$ cat src/rtl/alu_serial_exec_if.sv
// Valid/ready operation and result channels for the digit-serial execute ALU.
// master drives operations and consumes results; slave is the ALU.
interface alu_serial_exec_if #(
  parameter int unsigned WIDTH = 32
);
  logic             in_valid;
  logic             in_ready;
  logic [3:0]       alu_control;
  logic [WIDTH-1:0] src_a;
  logic [WIDTH-1:0] src_b;
  logic             out_valid;
  logic             out_ready;
  logic [WIDTH-1:0] result;
  logic             zero;
  logic             illegal;

  modport master (
    output in_valid, alu_control, src_a, src_b, out_ready,
    input  in_ready, out_valid, result, zero, illegal
  );

  modport slave (
    input  in_valid, alu_control, src_a, src_b, out_ready,
    output in_ready, out_valid, result, zero, illegal
  );
endinterface

$ cat src/rtl/alu_serial_exec.sv
// Digit-serial execute-stage ALU: DIGIT bits per cycle LSB first, fixed WIDTH/DIGIT latency,
// result held under valid/ready until consumed.
module alu_serial_exec #(
  parameter int unsigned WIDTH = 32,
  parameter int unsigned DIGIT = 4
) (
  input logic              clk,
  input logic              rst,
  alu_serial_exec_if.slave bus
);
  localparam int unsigned N    = WIDTH / DIGIT;
  localparam int unsigned CntW = (N > 1) ? $clog2(N) : 1;

  if (WIDTH % DIGIT != 0) begin : g_bad_digit
    $error("WIDTH must be a multiple of DIGIT");
  end

  typedef enum logic [1:0] {StIdle, StRun, StDone} state_e;

  state_e            state_q, state_d;
  logic [WIDTH-1:0]  a_q, a_d, b_q, b_d, res_q, res_d;
  logic [3:0]        op_q, op_d;
  logic [CntW-1:0]   cnt_q, cnt_d;
  logic              carry_q, carry_d;
  logic              a_msb_q, a_msb_d, b_msb_q, b_msb_d;
  logic              zero_q, zero_d, ill_q, ill_d;

  logic              sub_in, legal;
  logic [DIGIT:0]    sum;
  logic [DIGIT-1:0]  slice;
  logic [WIDTH-1:0]  shifted, final_res;
  logic              ovf, lt;

  assign bus.in_ready  = (state_q == StIdle) && !rst;
  assign bus.out_valid = (state_q == StDone);
  assign bus.result    = res_q;
  assign bus.zero      = zero_q;
  assign bus.illegal   = ill_q;

  assign sub_in = (bus.alu_control == 4'b0110) || (bus.alu_control == 4'b0111);

  always_comb begin
    sum = {1'b0, a_q[DIGIT-1:0]} + {1'b0, b_q[DIGIT-1:0]} + {{DIGIT{1'b0}}, carry_q};
    case (op_q)
      4'b0000: slice = a_q[DIGIT-1:0] & b_q[DIGIT-1:0];
      4'b0001: slice = a_q[DIGIT-1:0] | b_q[DIGIT-1:0];
      default: slice = sum[DIGIT-1:0];
    endcase
    shifted = {slice, res_q[WIDTH-1:DIGIT]};
    // b_q holds ~B for SUB/SLT, so overflow uses the original B sign bit
    ovf = (a_msb_q != b_msb_q) && (shifted[WIDTH-1] != a_msb_q);
    lt  = shifted[WIDTH-1] ^ ovf;
    legal = 1'b1;
    case (op_q)
      4'b0000, 4'b0001, 4'b0010, 4'b0110: final_res = shifted;
      4'b0111: final_res = {{(WIDTH-1){1'b0}}, lt};
      default: begin
        final_res = '0;
        legal     = 1'b0;
      end
    endcase
  end

  always_comb begin
    state_d = state_q;
    a_d     = a_q;
    b_d     = b_q;
    res_d   = res_q;
    op_d    = op_q;
    cnt_d   = cnt_q;
    carry_d = carry_q;
    a_msb_d = a_msb_q;
    b_msb_d = b_msb_q;
    zero_d  = zero_q;
    ill_d   = ill_q;
    case (state_q)
      StIdle: begin
        if (bus.in_valid) begin
          state_d = StRun;
          a_d     = bus.src_a;
          b_d     = sub_in ? ~bus.src_b : bus.src_b;
          op_d    = bus.alu_control;
          cnt_d   = '0;
          carry_d = sub_in;
          a_msb_d = bus.src_a[WIDTH-1];
          b_msb_d = bus.src_b[WIDTH-1];
        end
      end
      StRun: begin
        a_d     = a_q >> DIGIT;
        b_d     = b_q >> DIGIT;
        carry_d = sum[DIGIT];
        cnt_d   = cnt_q + 1'b1;
        res_d   = shifted;
        if (cnt_q == CntW'(N - 1)) begin
          state_d = StDone;
          res_d   = final_res;
          zero_d  = (final_res == '0);
          ill_d   = !legal;
        end
      end
      StDone: begin
        if (bus.out_ready) state_d = StIdle;
      end
      default: state_d = StIdle;
    endcase
  end

  always_ff @(posedge clk) begin
    if (rst) begin
      state_q <= StIdle;
      a_q     <= '0;
      b_q     <= '0;
      res_q   <= '0;
      op_q    <= '0;
      cnt_q   <= '0;
      carry_q <= 1'b0;
      a_msb_q <= 1'b0;
      b_msb_q <= 1'b0;
      zero_q  <= 1'b0;
      ill_q   <= 1'b0;
    end else begin
      state_q <= state_d;
      a_q     <= a_d;
      b_q     <= b_d;
      res_q   <= res_d;
      op_q    <= op_d;
      cnt_q   <= cnt_d;
      carry_q <= carry_d;
      a_msb_q <= a_msb_d;
      b_msb_q <= b_msb_d;
      zero_q  <= zero_d;
      ill_q   <= ill_d;
    end
  end
endmodule

$ cat src/flat_wrapper.sv
// flat-port wrapper written by rule: the top's interface ports become plain ports
module alu_serial_exec_flat 
#(
  parameter int unsigned WIDTH = 32,
  parameter int unsigned DIGIT = 4
)
  (clk, rst, bus_in_valid, bus_alu_control, bus_src_a, bus_src_b, bus_out_ready, bus_in_ready, bus_out_valid, bus_result, bus_zero, bus_illegal);
  alu_serial_exec_if #(.WIDTH(WIDTH)) bus_i ();
  input logic clk;
  input logic rst;
  input wire logic [$bits(bus_i.in_valid)-1:0] bus_in_valid;
  input wire logic [$bits(bus_i.alu_control)-1:0] bus_alu_control;
  input wire logic [$bits(bus_i.src_a)-1:0] bus_src_a;
  input wire logic [$bits(bus_i.src_b)-1:0] bus_src_b;
  input wire logic [$bits(bus_i.out_ready)-1:0] bus_out_ready;
  output wire logic [$bits(bus_i.in_ready)-1:0] bus_in_ready;
  output wire logic [$bits(bus_i.out_valid)-1:0] bus_out_valid;
  output wire logic [$bits(bus_i.result)-1:0] bus_result;
  output wire logic [$bits(bus_i.zero)-1:0] bus_zero;
  output wire logic [$bits(bus_i.illegal)-1:0] bus_illegal;
  assign bus_i.in_valid = bus_in_valid;
  assign bus_i.alu_control = bus_alu_control;
  assign bus_i.src_a = bus_src_a;
  assign bus_i.src_b = bus_src_b;
  assign bus_i.out_ready = bus_out_ready;
  assign bus_in_ready = bus_i.in_ready;
  assign bus_out_valid = bus_i.out_valid;
  assign bus_result = bus_i.result;
  assign bus_zero = bus_i.zero;
  assign bus_illegal = bus_i.illegal;
  alu_serial_exec #(.WIDTH(WIDTH), .DIGIT(DIGIT)) u_core (.clk(clk), .rst(rst), .bus(bus_i));
endmodule
$ cat config.mk
export PLATFORM = sky130hd
export DESIGN_NAME = alu_serial_exec_flat
export DESIGN_NICKNAME = d
export VERILOG_FILES = /design/src/rtl/alu_serial_exec_if.sv /design/src/rtl/alu_serial_exec.sv /design/src/flat_wrapper.sv
export SDC_FILE = /design/constraint.sdc
export NUM_CORES = 1
export LEC_CHECK = 0
export ABC_AREA = 1
export CORE_MARGIN = 2
export CORE_UTILIZATION = 48
export CTS_BUF_LIST = sky130_fd_sc_hd__clkbuf_4
export DETAILED_ROUTE_END_ITERATION = 10
export GPL_TIMING_DRIVEN = 0
export PLACE_DENSITY = 0.87
export SLEW_MARGIN = 20
export SYNTH_ARGS = -nofsm -noshare
export SYNTH_HDL_FRONTEND = slang
export SYNTH_SLANG_ARGS = --single-unit
$ cat constraint.sdc
create_clock -name clk -period 1.8 [get_ports clk]
set_clock_uncertainty 0.05 [all_clocks]
set_input_delay 0.36 -clock clk [delete_from_list [all_inputs] [get_ports clk]]
set_output_delay 0.36 -clock clk [all_outputs]
set_load 0.02 [all_outputs]
Yosys cells after proc, flatten, opt, wreduce, memory -nomap -nowiden
Cells that the tools add are included.
W data, S select, Z words.
{"block": "word_totals", "regBits": 110, "in_bits": 72, "out_inout_bits": 36, "elab_cells": 64}
{"block": "classes", "addsub": 3, "n_eq_ne": 14, "n_mux": 17, "bitwise_logic": 4, "reduce_logical": 15}
{"operator": "$pmux W32 S2", "count": 3}
{"operator": "$mux W32", "count": 4}
{"operator": "$logic_not A32 Y1", "count": 1}
{"operator": "$not A32 Y32", "count": 1}
{"operator": "$eq A4 B3 Y1 const B", "count": 4}
{"operator": "$pmux W4 S2", "count": 1}
{"operator": "$mux W2", "count": 3}
{"operator": "$pmux W2 S3", "count": 1}
{"operator": "$pmux W3 S2", "count": 1}
{"operator": "$reduce_and A2 Y1", "count": 3}
{"operator": "$add A4 B4 Y5", "count": 1}
{"operator": "$add A5 B1 Y5", "count": 1}
{"operator": "$reduce_or A5 Y1", "count": 1}
{"operator": "$and A4 B4 Y4", "count": 1}
{"operator": "$eq A4 B1 Y1 const B", "count": 1}
{"operator": "$eq A4 B2 Y1 const B", "count": 1}
{"operator": "$logic_not A4 Y1", "count": 1}
{"operator": "$ne A2 B2 Y1 const B", "count": 2}
{"operator": "$or A4 B4 Y4", "count": 1}
{"operator": "$reduce_or A4 Y1", "count": 1}
{"operator": "$add A3 B1 Y3 const B", "count": 1}
{"operator": "$eq A3 B3 Y1 const B", "count": 1}
{"operator": "$mux W3", "count": 1}
{"operator": "$reduce_and A3 Y1", "count": 1}
{"operator": "12 further kinds", "count": 16}

Longest topological paths before layout
{"block": "depth", "ltp_word": 8, "ltp_mapped": 13, "ltp_nobuf": 13}

Worst setup path before layout
No wires, ideal clock.
{"block": "synth_path", "kind": "register -> register", "start": "register u_core.b_q[0]", "end": "register u_core.zero_q (netlist: u_core.bus.zero)", "setup_time_ns": 0.070, "arrival_time_ns": 1.760, "required_ns": 1.680, "path_slack_ns": -0.080, "path_stages_with_launch": 14, "path_buffers": 0, "synth_period_minus_slack_ns": 1.880, "path_cell_list": "dfxtp_1 > fa_1 > inv_1 > fa_1 > inv_1 > nand2_1 > and3_1 > nor2_1 > nand2_1 > nor2_1 > nand2_1 > nand2_1 > nand2_1 > a21oi_1"}
{"block": "synth_between", "elab_chain_len": 8, "elab_cells_between_ends": 10, "classes_between": "add/sub (2); eq/ne (1); mux (2); bitwise (3); reduce/logical (2)"}
{"element": "start, declared", "line": "alu_serial_exec.sv:21", "rtl": "logic [WIDTH-1:0] a_q, a_d, b_q, b_d, res_q, res_d;"}
{"element": "start signal, assigned", "line": "alu_serial_exec.sv:113", "rtl": "b_q <= '0;"}
{"element": "start signal, assigned", "line": "alu_serial_exec.sv:125", "rtl": "b_q <= b_d;"}
{"element": "$add A4 B4 Y5", "line": "alu_serial_exec.sv:43", "rtl": "sum = {1'b0, a_q[DIGIT-1:0]} + {1'b0, b_q[DIGIT-1:0]} + {{DIGIT{1'b0}}, carry_q};"}
{"element": "$add A5 B1 Y5", "line": "alu_serial_exec.sv:43"}
{"element": "$pmux W4 S2 (*)", "line": "alu_serial_exec.sv:44", "rtl": "case (op_q)"}
{"element": "$ne A1 B1 Y1", "line": "alu_serial_exec.sv:51", "rtl": "ovf = (a_msb_q != b_msb_q) && (shifted[WIDTH-1] != a_msb_q);"}
{"element": "$logic_and A1 B1 Y1", "line": "alu_serial_exec.sv:51"}
{"element": "$xor A1 B1 Y1", "line": "alu_serial_exec.sv:52", "rtl": "lt = shifted[WIDTH-1] ^ ovf;"}
{"element": "$pmux W32 S2 (*)", "line": "alu_serial_exec.sv:54", "rtl": "case (op_q)"}
{"element": "$logic_not A32 Y1 (*)", "line": "alu_serial_exec.sv:98", "rtl": "zero_d = (final_res == '0);"}
{"element": "end signal, assigned", "line": "alu_serial_exec.sv:132", "rtl": "zero_q <= zero_d;"}
{"element": "end, declared", "line": "alu_serial_exec.sv:26", "rtl": "logic zero_q, zero_d, ill_q, ill_d;"}
Every way passes the cells marked *; elsewhere a longest branch is shown, timed or not.
A chain may end at the register's enable or synchronous reset.

Worst setup path after layout
{"block": "layout_path", "start": "register u_core.carry_q", "end": "register u_core.zero_q (netlist: u_core.bus.zero)"}
{"block": "layout_between", "elab_chain_len": 7}
{"element": "start, declared", "line": "alu_serial_exec.sv:24", "rtl": "logic carry_q, carry_d;"}
{"element": "start signal, assigned", "line": "alu_serial_exec.sv:129", "rtl": "carry_q <= carry_d;"}
{"element": "$add A5 B1 Y5 (*)", "line": "alu_serial_exec.sv:43"}
{"element": "$pmux W4 S2 (*)", "line": "alu_serial_exec.sv:44"}
{"element": "$ne A1 B1 Y1", "line": "alu_serial_exec.sv:51"}
{"element": "$logic_and A1 B1 Y1", "line": "alu_serial_exec.sv:51"}
{"element": "$xor A1 B1 Y1", "line": "alu_serial_exec.sv:52"}
{"element": "$pmux W32 S2 (*)", "line": "alu_serial_exec.sv:54"}
{"element": "$logic_not A32 Y1 (*)", "line": "alu_serial_exec.sv:98"}
Marks and branches as above.

==> impl_results.md <==
- Status: finished, violations left
- Failing checks: negative setup slack
- Final setup viols: 3
- Worst-Margin Slew: 0.717 ns
- Hold Vio Cnt, Final: 0
- Antenna Nets Post-Route: 0
- Hold Path Origin: bus_src_a[30]
- Post-Syn Area: 5420 sq um
- Core area: 10900 sq um
- Final HPWL DP: 10600 um
- Final WL: 14400 um
- Via density per instance: 5.34
- Post-synthesis cell count: 747
- Synth Register Bits: 110
- Setup CP Type: register to register
- DRT iter0 DRCs: 325
- Cell taking the most area after synthesis: dfxtp_1
- Die Wd: 110 um
- Die area: 12200 sq um
- CTS Hold Buffers Added: 0
- Register area share after synthesis: 40.6%
- Crit path launch: u_core.carry_q$_SDFFE_PP0P_
- R2r setup slk: -0.11 ns
- Routed len/inst: 14.2 um
- Synthesized area per cell: 7.26 sq um
- Startpoint Class: register
- Io pins: 108
- Power Density: 779 nW/um^2
- Static Leak: 0.00310 uW
- Hold path endpoint: u_core.a_q[30]$_SDFFE_PP0P_
- Synth Warn #: 0
- Die height: 110 um
- Rel. slew slack: 52.2%
- Number of global-route vias before repair: 5043
- Post-synth cell types: 35
- RR Endpoint: u_core.bus.zero$_SDFFE_PP0P_
- Max Clk Rate: 0.522 GHz
- CTS sink cnt: 110
- Largest net degree at the start of global routing: 20
- Setup crit end kind: register
- Initial Utilization: 49.6%
- Total GRT Usage: 24.4%
- Clk buf depth: 2
- Dominant cells by area after synthesis: dfxtp_1, nand2_1, a21oi_1, o211ai_2, a31oi_1
- R2R depth: 13
- Slew Viols, Final: 0
- # port buffers: 106
- Final Wtd Congestion: 0.866
- Post-layout util: 62.8%
- Clock-pin slew on the worst setup and hold paths: 0.18 ns
- Num rows: 38
- Hold Crit Depth: 3
- Peak per-stage delay on the critical path: 0.39 ns
- Grt ovf: 0
- Clock Tree Root: clkbuf_4
- Max-cap check violation count: 0
- HP Class: input port to register
- Cell mode on critical path: nand2_1
- Data arrival, critical path: 2.28 ns
- First-pass GRT wire length: 23300 um
- Setup ws final: -0.115 ns
- Maximum vdd drop: 0.510 mV
- Via count: 5408
- CP required: 2.16 ns
- DRC viols: 0
- RSZ-0062 raised after global routing: true
- H-tree depth: 3
- Slowest cell on the critical path: dfxtp_2
- Synth-to-Final Area Change: 26.7%
- CP Max Fanout: 2
- Top cell type's share of synthesized area: 40.6%
- Total CTS buffers: 9
- Antenna violations before repair: 0
- Critical-path cell list: fa_2 > inv_2 > fa_2 > inv_2 > nand2_2 > and3_4 > nor2_4 > nand2_1 > nor2_1 > nand2_1 > nand2_1 > nand2_1 > a21oi_2
- Syn_nets: 831
- Final period util: 106%
- Ant diodes: 0
- Fraction of layout cells with a size suffix above 1: 13.4%
- Worst skew pair latency: 0.46 ns
- Final Critical Period: 1.91 ns
- CTS tree: built
- Iteration count of the initial detailed-routing pass: 6
- NumNets Final: 952
- Setup TNS: -0.259 ns
- R2R Path Start: u_core.carry_q$_SDFFE_PP0P_
[cell usage in the layout (no fill, tap or decap), types with 2 or more instances in the layout]
cell / n
dlygate4sd2_1: 34
fa_2: 2
nand3_2: 8
ha_1: 10
buf_4: 5
a21oi_1: 69
nand2_1: 246
o211ai_2: 19
xor2_1: 10
o211ai_1: 3
nor2_1: 29
a21oi_2: 2
o21ai_0: 32
clkdlybuf4s50_1: 70
nand4_1: 6
clkbuf_1: 13
buf_2: 27
buf_6: 6
dfxtp_2: 5
clkdlybuf4s15_2: 2
inv_2: 7
dfxtp_1: 104
a21o_1: 2
nor2_4: 4
nand3_1: 6
clkbuf_4: 11
o21ai_1: 32
clkinv_4: 2
a31oi_1: 34
nand2_2: 5
clkbuf_2: 2
a2bb2oi_1: 2
inv_1: 50
[worst max-delay path, delay by kind of cell (launching register included)]
| kind | cells | cell delay (ns) |
|---|---|---|
| DFF | 1 | 0.39 |
| buffers and inverters | 2 | 0.10 |
| adders and majority gates | 2 | 0.56 |
| AOI/OAI and AO/OA | 1 | 0.11 |
| and+or+nand+nor | 8 | 0.66 |
[Yosys cell counts (all sizes together)]
library cell and count:
and3 1, a2bb2oi 2, o21ai 64, inv 58, clkinv 1, buf 35, nand3 14, a21oi 71
nor2 34, xor2 10, nand4 6, nand2 251, dfxtp 110, clkbuf 15, or2 1, o211ai 22
fa 2, nor3 1, o21a 1, ha 10, nor4 1, a22oi 1, a31oi 34, a21o 2
[how the worst max path moves through the flow]
stage	to	slack [ns]	depth (start not counted)
finish	u_core.bus.zero$_SDFFE_PP0P_	-0.11	13
detailed placement	u_core.b_q[5]$_SDFFE_PP0P_	-0.35	8
global placement	bus_in_ready	-0.36	4
global route	u_core.bus.zero$_SDFFE_PP0P_	-0.23	13
floorplan	u_core.bus.zero$_SDFFE_PP0P_	0.02	11
CTS	u_core.bus.zero$_SDFFE_PP0P_	-0.14	13
[timing repair]
| action | in CTS | in global routing |
|---|---|---|
| buffers inserted | 4 | 0 |
| pin swaps | 5 | 8 |
| endpoints found under the hold margin | 0 | 0 |
| gates resized for setup | 45 | 17 |
| endpoints found under the setup margin | 38 | 7 |
[flip-flops by register name (all words and copies together), names as in the netlist]
signal              count
u_core.state_q          2
u_core.bus.zero         1
u_core.b_q             32
u_core.bus.result      32
u_core.a_msb_q          1
u_core.bus.illegal      1
u_core.b_msb_q          1
u_core.carry_q          1
u_core.a_q             32
u_core.op_q             4
u_core.cnt_q            3
[kinds of logic (layout without fill, tap and decap cells)]
family	Yosys count	in the layout	share of synthesized area (%)
buffers and inverters	109	235	9.14
xor gates and xnor gates	10	10	1.62
DFF	110	110	40.6
AOI/OAI and AO/OA	197	197	22.1
and+or+nand+nor	309	309	23.4
adders and majority gates	12	12	3.05
[layer usage]
layer,GRT usage (%),up-vias,part of all wire [%]
li1,-,2689,-
met1,32.6,2476,45
met2,40.2,206,45
met3,3.17,37,6.8
met4,8.93,0,2.6
met5,0,-,0
[final cells by class]
class / count / area, sq um
fill: 988 / 4070
multi-input combinational: 528 / 2770
sequential: 110 / 2210
timing repair buffer: 110 / 1050
buffer: 50 / 277
inverter: 59 / 224
tap: 140 / 175
clock inverter: 6 / 82.6
clock buffer: 10 / 75.1
[stage by stage]
step / total power (uW) / cells / cell area [sq um] / setup WS, ns / hold slack [ns]
after floorplan: 3570 / 747 / 5430 / 0.0168 / 0.383
after global placement: 3960 / 993 / 6670 / -0.359 / 0.401
after detailed placement: 3990 / 993 / 6670 / -0.349 / 0.407
after CTS: 5300 / 1013 / 6820 / -0.139 / 0.378
after global routing: 5610 / 1013 / 6870 / -0.229 / 0.382
final: 5350 / 1013 / 6870 / -0.115 / 0.379
[where the power goes]
| group | leakage [uW] | internal [uW] | switching (uW) |
|---|---|---|---|
| logic | 0.00212 | 535 | 725 |
| registers | 0.000906 | 2620 | 126 |
| clock network | 0.0000815 | 466 | 881 |
No activity file was read; power rests on OpenSTA's default activity.
